--- src/rtl/fifo_sync_level.sv ---
// fifo_sync_level
//   Single-clock FIFO with level-sensitive push/pop, an occupancy count,
//   programmable almost-full/almost-empty thresholds and sticky
//   overflow/underflow flags. Any DEPTH >= 2 is supported.
//
//   Optional build macro: FIFO_SYNC_LEVEL_FWFT_EN
//     defined   -> first-word-fall-through; o_RdData shows the head word.
//     undefined -> o_RdData is a register loaded on each accepted pop.
//
// Ports
//   i_Clock        sole clock, rising edge
//   i_Reset        synchronous active-high reset
//   i_Clear        synchronous flush of pointers, count and error flags
//   i_WrData       write word
//   i_WrEnable     push request (level)
//   i_RdEnable     pop request (level)
//   o_RdData       read word
//   o_CanWrite     not full
//   o_CanRead      not empty
//   o_Count        occupancy, 0..DEPTH
//   o_AlmostFull   count >= ALMOST_FULL_LEVEL
//   o_AlmostEmpty  count <= ALMOST_EMPTY_LEVEL
//   o_Overflow     sticky: push attempted while full
//   o_Underflow    sticky: pop attempted while empty
module fifo_sync_level #(
  parameter int DATA_WIDTH         = 8,
  parameter int DEPTH              = 4,
  parameter int ALMOST_FULL_LEVEL  = DEPTH - 1,
  parameter int ALMOST_EMPTY_LEVEL = 1
) (
  input  logic                         i_Clock,
  input  logic                         i_Reset,
  input  logic                         i_Clear,
  input  logic [DATA_WIDTH-1:0]        i_WrData,
  input  logic                         i_WrEnable,
  input  logic                         i_RdEnable,
  output logic [DATA_WIDTH-1:0]        o_RdData,
  output logic                         o_CanWrite,
  output logic                         o_CanRead,
  output logic [$clog2(DEPTH+1)-1:0]   o_Count,
  output logic                         o_AlmostFull,
  output logic                         o_AlmostEmpty,
  output logic                         o_Overflow,
  output logic                         o_Underflow
);

  localparam int AW = (DEPTH > 2) ? $clog2(DEPTH) : 1;
  localparam int CW = $clog2(DEPTH + 1);

  logic [DATA_WIDTH-1:0] mem [DEPTH];
  logic [AW-1:0]         wr_ptr;
  logic [AW-1:0]         rd_ptr;
  logic [CW-1:0]         count;
  logic                  overflow;
  logic                  underflow;
  logic                  push_ok;
  logic                  pop_ok;

  // Pointers wrap explicitly at DEPTH-1 so non-power-of-two depths work.
  function automatic logic [AW-1:0] ptr_next(input logic [AW-1:0] p);
    return (p == AW'(DEPTH - 1)) ? '0 : p + AW'(1);
  endfunction

  assign o_CanWrite    = (count != CW'(DEPTH));
  assign o_CanRead     = (count != '0);
  assign o_Count       = count;
  assign o_AlmostFull  = (count >= CW'(ALMOST_FULL_LEVEL));
  assign o_AlmostEmpty = (count <= CW'(ALMOST_EMPTY_LEVEL));
  assign o_Overflow    = overflow;
  assign o_Underflow   = underflow;

  // Acceptance is judged on pre-edge occupancy, so a full FIFO rejects a
  // push even when a pop is accepted in the same cycle (and vice versa).
  assign push_ok = i_WrEnable & o_CanWrite;
  assign pop_ok  = i_RdEnable & o_CanRead;

  // NOTE: sequential state uses non-blocking assignments only, so every
  // register samples pre-edge values regardless of statement order.
  always_ff @(posedge i_Clock) begin
    if (i_Reset) begin
      wr_ptr    <= '0;
      rd_ptr    <= '0;
      count     <= '0;
      overflow  <= 1'b0;
      underflow <= 1'b0;
    end else if (i_Clear) begin
      wr_ptr    <= '0;
      rd_ptr    <= '0;
      count     <= '0;
      overflow  <= 1'b0;
      underflow <= 1'b0;
    end else begin
      if (push_ok) wr_ptr <= ptr_next(wr_ptr);
      if (pop_ok)  rd_ptr <= ptr_next(rd_ptr);
      if (push_ok && !pop_ok)      count <= count + CW'(1);
      else if (pop_ok && !push_ok) count <= count - CW'(1);
      if (i_WrEnable && !o_CanWrite) overflow  <= 1'b1;
      if (i_RdEnable && !o_CanRead)  underflow <= 1'b1;
    end
  end

  // NOTE: the storage array has no reset; its contents are only observable
  // after a push, and leaving it unreset lets it map onto RAM.
  always_ff @(posedge i_Clock) begin
    if (push_ok && !i_Reset && !i_Clear) mem[wr_ptr] <= i_WrData;
  end

`ifdef FIFO_SYNC_LEVEL_FWFT_EN
  // Head word is always on the output; a pop simply advances rd_ptr.
  assign o_RdData = mem[rd_ptr];
`else
  logic [DATA_WIDTH-1:0] rd_data_q;

  always_ff @(posedge i_Clock) begin
    if (i_Reset)                rd_data_q <= '0;
    else if (!i_Clear && pop_ok) rd_data_q <= mem[rd_ptr];
  end

  assign o_RdData = rd_data_q;
`endif

endmodule

--- config.mk ---
export PLATFORM = sky130hd
export DESIGN_NAME = fifo_sync_level
export DESIGN_NICKNAME = d
export VERILOG_FILES = /design/src/rtl/fifo_sync_level.sv
export SDC_FILE = /design/constraint.sdc
export NUM_CORES = 1
export LEC_CHECK = 0
export ABC_AREA = 1
export CAP_MARGIN = 30
export CORE_MARGIN = 1.5
export CORE_UTILIZATION = 54
export CTS_BUF_LIST = sky130_fd_sc_hd__clkbuf_16
export DETAILED_ROUTE_END_ITERATION = 8
export GPL_ROUTABILITY_DRIVEN = 0
export HOLD_SLACK_MARGIN = 0.1
export PLACE_DENSITY = 0.79
export SLEW_MARGIN = 20
export SYNTH_ARGS = -nofsm -noshare
export SYNTH_HDL_FRONTEND = slang
export SYNTH_SLANG_ARGS = --single-unit
--- constraint.sdc ---
create_clock -name i_Clock -period 2.62 [get_ports i_Clock]
set_clock_uncertainty 0.05 [all_clocks]
set_input_delay 0.655 -clock i_Clock [delete_from_list [all_inputs] [get_ports i_Clock]]
set_output_delay 0.655 -clock i_Clock [all_outputs]
set_load 0.1 [all_outputs]
# Word-level counts from Yosys, hierarchy flattened
# Memory sizes are Yosys's and may differ from the RTL's. A register that Yosys moved wholly into a read port is not among the register bits.
# Index checks and enable logic that the tools add are counted.
# totals
ff_bits,9
ram_bits,32
input_bits,13
out_inout_bits,17
memories,1
# mem_list
memory,depth,word_bits,rd,rd_ports_with_merged_regs,wr,line_no,rtl
mem,4,8,1,1,1,50,logic [DATA_WIDTH-1:0] mem [DEPTH];
# classes
addsub,4
order_cmp,2
n_eq_ne,3
n_mux,6
bitwise_logic,2
reduce_logical,16
# ops
op,n
$logic_and A1 B1 Y1,7
$logic_not A1 Y1,6
$mux W3,2
$add A2 B1 Y2 const B,2
$eq A2 B2 Y1 const B,2
$mux W2,2
$add A3 B1 Y3 const B,1
$ge A3 B2 Y1 const B,1
$le A3 B1 Y1 const B,1
$ne A3 B3 Y1 const B,1
$reduce_bool A3 Y1,1
$sub A3 B1 Y3 const B,1
$and A1 B1 Y1,2
$mux W1,2
$reduce_bool A2 Y1,1
$reduce_or A2 Y1,1

# Longest topological paths before layout
# Gate-level depths: netlist (run 1).
# logic_depth
ltp_word,6
mapped_depth,10
ltp_nobuf,10

# Least setup slack after synthesis (run 1)
# Ideal clock, no wire load.
# synth_path
path_kind,reg-to-output
start,register count[0] (netlist: o_Count[0])
end,output port o_AlmostFull
t_arrival_ps,3401
required_time_ps,1915
slack_ps,-1486
path_stages_with_launch,3
n_path_buf,0
cell_sequence,dfxtp_1 > inv_1 > o21ai_0
# synth_between
elab_chain_len,1
# synth_rtl
item,line_no,rtl
start: declaration,53,logic [CW-1:0] count;
start signal: assignment,95,if (push_ok && !pop_ok) count <= count + CW'(1);
start signal: assignment,96,else if (pop_ok && !push_ok) count <= count - CW'(1);
$ge A3 B2 Y1,67,assign o_AlmostFull = (count >= CW'(ALMOST_FULL_LEVEL));
end: declaration,41,"output logic o_AlmostFull,"
# No other way between the ends.

# Final worst setup path (run 1)
# layout_path
start,register count[2] (netlist: o_Count[2])
end,output port o_AlmostFull
# Same word-level chain as after synthesis.

==> impl_metrics.env, run 1 <==
export IMPL_status="complete, no violations"
export IMPL_first_pass_iters=5
export IMPL_p_per_area_nw_per_um2=702
export IMPL_ys_types=18
export IMPL_fillers=306
export IMPL_die_area_um2=4570
export IMPL_p_leak_nw=1.31
export IMPL_routed_wl_um=3910
export IMPL_synthTopCellsByCount="59 x nand2_1, 55 x inv_1, 32 x edfxtp_1"
export IMPL_grt_usage_pct=20.0
export IMPL_hp_class="register to register"
export IMPL_slew_viol_final=0
export IMPL_synth_area_per_cell_um2=8.94
export IMPL_path_clk_slew_ns=0.07
export IMPL_cts_setup_buffers=0
export IMPL_clock_root_buffer="clkbuf_16"
export IMPL_cts_made_buffers=5
export IMPL_required_ns=1.91
export IMPL_io_pins=30
export IMPL_die_h_um=67.6
export IMPL_grt_max_degree=20
export IMPL_yosysMostFrequentCell="nand2_1"
export IMPL_hold_viol=0
export IMPL_ys_top_cells_by_area="edfxtp_1 43%, dfxtp_1 15%, nand2_1 9.8%, inv_1 9.2%, ha_1 6.1%"
export IMPL_grt_util_met1_pct=25.2
export IMPL_grt_pass1_vias=1458
export IMPL_fin_util_pct=69.7
export IMPL_area_delta_synth_final_pct=23.7
export IMPL_worstSkewPairLatency_ns=0.29
export IMPL_core_area_um2=4000
export IMPL_synth_largest_area_cell="edfxtp_1"
export IMPL_cts_tree="yes"
export IMPL_antenna_found_initial=0
export IMPL_max_cap_violations=0
export IMPL_synth_edf_count=32
export IMPL_placed_area_um2=2640
export IMPL_clk_path_buf_depth=2
export IMPL_htreeDepth=2
export IMPL_nNetsFinal=314
export IMPL_startpoint_type="register"
export IMPL_pre_cts_slack_ns=0.315
export IMPL_finalCritPeriodShare_pct=85.4
export IMPL_setup_viol=0
export IMPL_period_needed_ns=2.24
export IMPL_grt_pass1_wl_um=6490
export IMPL_grt_overflow_total=0
export IMPL_fin_ws_ns=0.383
export IMPL_postSynthCellCount=252
export IMPL_drc=0
export IMPL_worstPathArrival_ns=1.53
export IMPL_synth_async_reset_ratio_pct=0
export IMPL_clkSinkCount=49
export IMPL_drtIter0Drc=73
export IMPL_grt_use_met3_pct=6.83
export IMPL_synth_seq_cells=49
export IMPL_num_vias=1602
export IMPL_dp_hpwl_um=2730
export IMPL_antenna_left=0
export IMPL_top_usage_layer="met2"
export IMPL_worst_slew_pin_transition_ns=0.680
export IMPL_routed_via_density=4.70
export IMPL_critical_path_class="register to output port"
export IMPL_max_freq_ghz=0.447
export IMPL_crit_path_end_kind="output port"
export IMPL_setup_tns_ns=0
export IMPL_netlist_area_leader_share_pct=42.7
export IMPL_drt_wirelength_per_cell_um=11.5
export IMPL_diodes=0
export IMPL_chipWidth_um=67.6
export IMPL_slew_headroom_pct=54.6
export IMPL_postCtsHoldBufs=0
export IMPL_num_rows=23
export IMPL_synth_area_um2=2250
export IMPL_crit_fanout=7
export IMPL_hold_ws_ns=0.415
export IMPL_synth_seq_area_share_pct=57.8
export IMPL_ir_drop_v=0.000395
export IMPL_final_area_um2=2790
export IMPL_syn_nets=276
export IMPL_cts_resized=0
export IMPL_layout_drive_gt1_share_pct=14.8
export IMPL_use_met2_pct=31.0
export IMPL_yosysWarnings=0
export IMPL_synthFlopType="edfxtp_1"
export IMPL_port_buffers=29
export IMPL_start_util_pct=56.3
export IMPL_rsz0062_at_grt="no"
-- per-layer routing --
layer	wire, um	vias up
met5	0	-
met4	36	0
met3	233	4
met2	1860	45
met1	1780	701
li1	-	852
-- where the power goes --
part,switching [mW],internal (mW),leakage (nW)
clock,0.267,0.355,0.0702
sequential,0.0231,0.849,0.429
combinational,0.328,0.133,0.811
total,0.618,1.34,1.31
-- registers in the layout, summed over array words and instances (netlist names) --
signal	cells
o_Count	3
o_Underflow	1
wr_ptr	2
o_Overflow	1
mem	32
o_RdData	8
rd_ptr	2
-- final timing paths --
path	startpoint	endpoint	slack (ns)	cells past startpoint
worst max-delay path	o_Count[2]	o_AlmostFull	0.38	5
worst min register to register	o_Overflow	o_Overflow	0.41	2
worst max register to register	o_Count[0]	mem[2][0]	0.55	8
worst min-delay path	o_Overflow	o_Overflow	0.41	2
-- placed cells by master (no fill, tap or decap), drive strengths merged --
cell type	instances
o21ai	8
nand2	62
clkinvlp	1
clkinv	2
clkdlybuf4s50	12
clkbuf	5
inv	58
xnor2	1
a21oi	10
nand3b	1
nor3	1
nor2	28
edfxtp	32
ha	11
nand3	18
buf	24
dfxtp	17
-- worst max-delay path, cell delays in order (launching register included) --
cell and delay (ns):
dfxtp_1 0.52, inv_2 0.12, ha_1 0.21, nor2_1 0.11, o21ai_2 0.06, buf_4 0.23
-- cell families after synthesis --
| kind of cell | share of synthesized area (%) |
|---|---|
| AO/OA/AOI/OAI | 4.00 |
| flip-flops | 57.8 |
| buffers and inverters | 11.1 |
| XOR/XNOR | 0.389 |
| adder cells (fa/ha/maj) | 6.11 |
| AND/OR/NAND/NOR | 20.7 |
-- cell type report --
cell class,instances,area [um^2],share of cell area (%)
clock buffers,5,125,4.49
clock inverters,3,21.3,0.763
inverters,58,218,7.81
multi-input cells,140,716,25.7
flip-flops and latches,49,1310,46.9
well taps,50,62.6,2.25
repair buffers,36,338,12.1
-- per-stage QoR --
step | power, mW | instances
6_report | 1.96 | 341
5_1_grt | 2.04 | 341
4_1_cts | 1.97 | 341
3_5_place_dp | 1.35 | 333
3_3_place_gp | 1.34 | 333
2_1_floorplan | 1.22 | 252
Note: power is estimated with default switching activity, not from simulation.
==> inputs of run 2 (changes only) <==
- CORE_UTILIZATION: 54 -> 56
- CTS_BUF_LIST: sky130_fd_sc_hd__clkbuf_16 -> sky130_fd_sc_hd__clkbuf_8
- PLACE_DENSITY: 0.79 -> 0.81
==> run 2 against run 1 <==
  * Power is 4.3% lower
  * Die area is 3.4% lower
  * Critical path depth stayed put
  * Critical path type unchanged
  * Largest cell class unchanged
==> impl_metrics.env, run 2 (same netlist as run 1, synthesis figures left out) <==
export IMPL_setup_tns_ns=0
export IMPL_crit_path_end_kind="output port"
export IMPL_fin_cells=341
export IMPL_numPlacedInstances=333
export IMPL_startpoint_type="register"
export IMPL_first_pass_iters=4
export IMPL_layout_commonest_cell="nand2_1"
export IMPL_path_clk_slew_ns=0.09
export IMPL_layout_common_cells="58 x nand2_1, 56 x inv_1, 32 x edfxtp_1, 27 x nor2_1, 23 x buf_4"
export IMPL_p_per_area_nw_per_um2=677
export IMPL_critical_path_class="register to output port"
export IMPL_layout_drive_gt1_share_pct=15.0
export IMPL_start_util_pct=59.7
export IMPL_period_needed_ns=2.27
export IMPL_grt_usage_pct=20.7
export IMPL_cts_resized=0
export IMPL_setup_viol=0
export IMPL_port_buffers=29
export IMPL_max_freq_ghz=0.441
export IMPL_die_area_um2=4410
export IMPL_crit_family="flip-flops"
export IMPL_grt_pass1_wl_um=6670
export IMPL_finalPower_mw=1.87
export IMPL_slew_viol_final=0
export IMPL_drt_wirelength_per_cell_um=11.9
export IMPL_p_leak_nw=1.31
export IMPL_crit_slowest_cell="dfxtp_1"
export IMPL_clock_root_buffer="clkbuf_8"
export IMPL_routed_via_density=4.82
export IMPL_finalCritPeriodShare_pct=86.5
export IMPL_fin_ws_ns=0.353
export IMPL_grt_pass1_vias=1453
export IMPL_dp_hpwl_um=2860
export IMPL_diodes=0
export IMPL_worst_path_buf_inv=2
export IMPL_hp_class="register to register"
export IMPL_placed_area_um2=2650
export IMPL_core_area_um2=3770
export IMPL_clk_path_buf_depth=2
export IMPL_num_vias=1645
export IMPL_cp_slowest_stage_delay_ns=0.52
export IMPL_antenna_found_initial=0
export IMPL_postCtsHoldBufs=0
export IMPL_area_delta_synth_final_pct=22.7
export IMPL_max_cap_violations=0
export IMPL_drtIter0Drc=72
export IMPL_fin_util_pct=73.3
export IMPL_htreeDepth=2
export IMPL_fillers=276
export IMPL_routed_wl_um=4050
export IMPL_hold_viol=0
export IMPL_ir_drop_v=0.000453
export IMPL_largest_register="mem"
export IMPL_status="complete, no violations"
export IMPL_die_h_um=66.4
export IMPL_worstSkewPairLatency_ns=0.30
export IMPL_grt_max_degree=20
export IMPL_clkSinkCount=49
export IMPL_io_pins=30
export IMPL_nNetsFinal=316
export IMPL_rsz0062_at_grt="no"
export IMPL_required_ns=1.91
export IMPL_worst_slew_pin_transition_ns=0.726
export IMPL_largest_register_ffs=32
export IMPL_pre_cts_slack_ns=0.444
export IMPL_drc=0
export IMPL_cts_made_buffers=5
export IMPL_grt_overflow_total=0
export IMPL_crit_fanout=7
export IMPL_slew_headroom_pct=51.6
export IMPL_worstPathArrival_ns=1.56
export IMPL_chipWidth_um=66.4
export IMPL_num_rows=22
export IMPL_worstPathCellList="inv_2 > ha_1 > nor2_1 > o21ai_2 > buf_4"
export IMPL_cts_setup_buffers=0
export IMPL_final_area_um2=2760
export IMPL_antenna_left=0
export IMPL_cts_tree="yes"
export IMPL_hold_ws_ns=0.405
## run 2: cell count changes in the layout (fill, tap and decap cells not counted), sizes merged
cell      before  now
clkinv         2    1
bufinv         0    1
inv           58   59
clkinvlp       1    0
buf           24   26
## run 2: final cells by class
class                      instances  area, um^2  area share (%)
clock inverter                     3        42.5            1.54
multi-input combinational        140         716            25.9
clock buffer                       5        68.8            2.49
inverter                          58         218            7.88
sequential                        49        1310            47.3
tap                               48        60.1            2.17
timing repair buffer              38         353            12.8
## run 2: worst register-to-register path, cell delays in order (launching register included)
cell and delay, ns:
dfxtp_2 0.33, inv_1 0.19, ha_1 0.35, nand2_4 0.09, nand2_1 0.17, inv_1 0.09, ha_1 0.37, o21ai_0 0.18
nand2_1 0.07, nor2_1 0.09
## run 2: layer usage
metal | share of wire (%) | up-vias | wire [um] | global-route usage (%)
li1 | - | 850 | - | -
met1 | 45 | 741 | 1820 | 26.2
met2 | 48 | 49 | 1960 | 34.5
met3 | 5.6 | 5 | 227 | 5.62
met4 | 0.94 | 0 | 38 | 6.12
met5 | 0 | - | 0 | 0
## run 2: report_power, final
part           total [mW]  internal (mW)  switching (mW)
combinational       0.464          0.135           0.329
sequential          0.871          0.848          0.0233
clock               0.535          0.285           0.251
## run 2: final timing paths
kind / start / endpoint / slack (ns) / cells past startpoint
min reg2reg: o_Overflow / o_Overflow / 0.41 / 2
max: o_Count[2] / o_AlmostFull / 0.35 / 5
min: o_Overflow / o_Overflow / 0.41 / 2
max reg2reg: o_Count[1] / o_Count[2] / 0.58 / 9
==> inputs of run 3 (changes only) <==
- GPL_TIMING_DRIVEN: default -> 1
- SKIP_CTS_REPAIR_TIMING: default -> 1
==> results of run 3 <==
The final DEF is identical to that of run 2; final timing and power are the same.
==> variant: new RTL, config.mk and constraints of run 1 <==
Add a define of `FIFO_SYNC_LEVEL_FWFT_EN`.
--- a/src/rtl/fifo_sync_level.sv
+++ b/src/rtl/fifo_sync_level.sv
@@ -22,6 +22,8 @@
 //   o_AlmostEmpty  count <= ALMOST_EMPTY_LEVEL
 //   o_Overflow     sticky: push attempted while full
 //   o_Underflow    sticky: pop attempted while empty
+`define FIFO_SYNC_LEVEL_FWFT_EN
+
 module fifo_sync_level #(
   parameter int DATA_WIDTH         = 8,
   parameter int DEPTH              = 4,
Check against the original RTL: not equivalent (a bounded check fails within 4 cycles, from zero or initial values and one cycle with i_Reset high).
==> variant against run 1 <==
Count of clock-buffer cells in the layout unchanged. Critical path depth down 1. Routed wire length decreased by 5.3%. Synthesized area fell by 15%. Cell area decreased by 8.3%. Sequential cell count shrank 6. Global-route usage increased by 1.6 points. Sequential share of layout area decreased by 0.50 points. Setup slack gained 4.0 ps. Total power is 4.4% higher. Cell count is 22% lower. Die area is 15% lower.
==> variant: results (changes against run 1) <==
status finished clean (unchanged); post-synth cell types 19 (was 18); Placed Cells 258 (was 333); Max-slew headroom 62.0% (was 54.6%); max-cap violations 0 (unchanged); worst-path maximum fanout 16 (was 7); number of global-route vias before repair 1385 (was 1458); Mapped Nets 207 (was 276); post-DR wirelength/cell 13.9 um (was 11.5 um); Seq/Total Area, Yosys 62.0% (was 57.8%); largest reg by FF count mem (unchanged); largest net degree at the start of global routing 33 (was 20); met3 usage 4.86% (was 6.83%); GRT Total Usage 21.5% (was 20.0%); # rows 21 (was 23); Filler Cells Inserted 228 (was 306); First-pass DRT Iterations 6 (was 5); Clock Path Buffers 2 (unchanged); met1 Use GR 24.3% (was 25.2%); Gate Count Post-Synth 183 (was 252); Initial DRC Count 50 (was 73); nets 243 (was 314); top post-synthesis cells by count 34 x inv_1, 32 x edfxtp_1, 27 x nand2_1 (was 59 x nand2_1, 55 x inv_1, 32 x edfxtp_1); Post-DP HPWL 2490 um (was 2730 um); met2 Track Usage GR 37.9% (was 31.0%); Final Instance Count excl. Fillers 266 (was 341); P_leak 0.00106 uW (was 0.00131 uW); detail-routed via count per cell 5.11 (was 4.70); number of flip-flops under the largest register name 32 (unchanged); largest cells by area after synthesis edfxtp_1 50%, dfxtp_1 12%, ha_1 7.2% (was edfxtp_1 43%, dfxtp_1 15%, nand2_1 9.8%); share of cells above drive strength 1 18.6% (was 14.8%); first-pass GRT wire length 6160 um (was 6490 um); Max rail drop VDD 514 uV (was 395 uV)
-- variant: changes by cell type in the layout (fill, tap and decap cells not counted), sizes merged, moves of 6 or more --
| cell | delta |
|---|---|
| nor2 | -10 |
| nand2 | -33 |
| inv | -21 |
| dfxtp | -6 |
| nand3 | -15 |
| o211ai | +8 |
-- variant: layout make-up --
type	count	area share, %
Sequential cell	43	46.4
Multi-Input combinational cell	99	22.6
Timing Repair Buffer	34	16.1
Inverter	36	5.29
Clock buffer	5	4.90
Clock inverter	3	2.50
Tap cell	46	2.25
-- variant: worst max-delay path, cell delays in order (launching register included) --
cell and delay [ps]:
dfxtp_1 680, a21oi_1 110, o21ai_0 130, nand2_1 130, buf_12 190
-- variant: report_power, final --
part           switching, uW  internal (uW)
combinational            350            149
sequential              16.7            750
clock                    235            542
total                    601           1440
-- variant: cells by family (layout without fill, tap and decap cells) --
kind of cell               count (synthesis)  after routing  synth area share [%]
AOI/OAI and AO/OA                         36             36                  10.8
xor gates and xnor gates                   1              1                 0.460
adders and majority gates                 11             11                  7.23
buffers and inverters                     41             78                  8.34
DFF                                       43             43                  62.0
and+or+nand+nor                           51             51                  11.1
-- variant: final timing paths --
kind | endpoint | slack (ps) | from | cells past startpoint
setup reg to reg | o_Count[2]$_SDFFE_PP0P_ | 570 | o_Count[0]$_SDFFE_PP0P_ | 9
hold reg to reg | o_Overflow$_SDFFE_PP0P_ | 400 | o_Overflow$_SDFFE_PP0P_ | 2
setup / recovery | o_RdData[2] | 390 | register | 4
hold / removal | o_Overflow$_SDFFE_PP0P_ | 400 | o_Overflow$_SDFFE_PP0P_ | 2
-- variant: stage by stage --
stage	utilization [%]	hold slack, ps	power, uW	area, um2	setup slack, ps
floorplan	-	429	1110	1920	8.39
global placement	70.3	390	1260	2370	444
detailed placement	70.3	400	1270	2370	257
CTS	76.0	409	2050	2550	392
global route	76.0	441	2110	2550	298
finish	76.0	400	2040	2550	387
-- variant: layer usage --
layer	wire [um]	up-vias	part of all wire, %
met1	1550	656	42
met4	102	0	2.8
met2	1950	27	53
met3	106	8	2.9
met5	0	-	0
li1	-	668	-
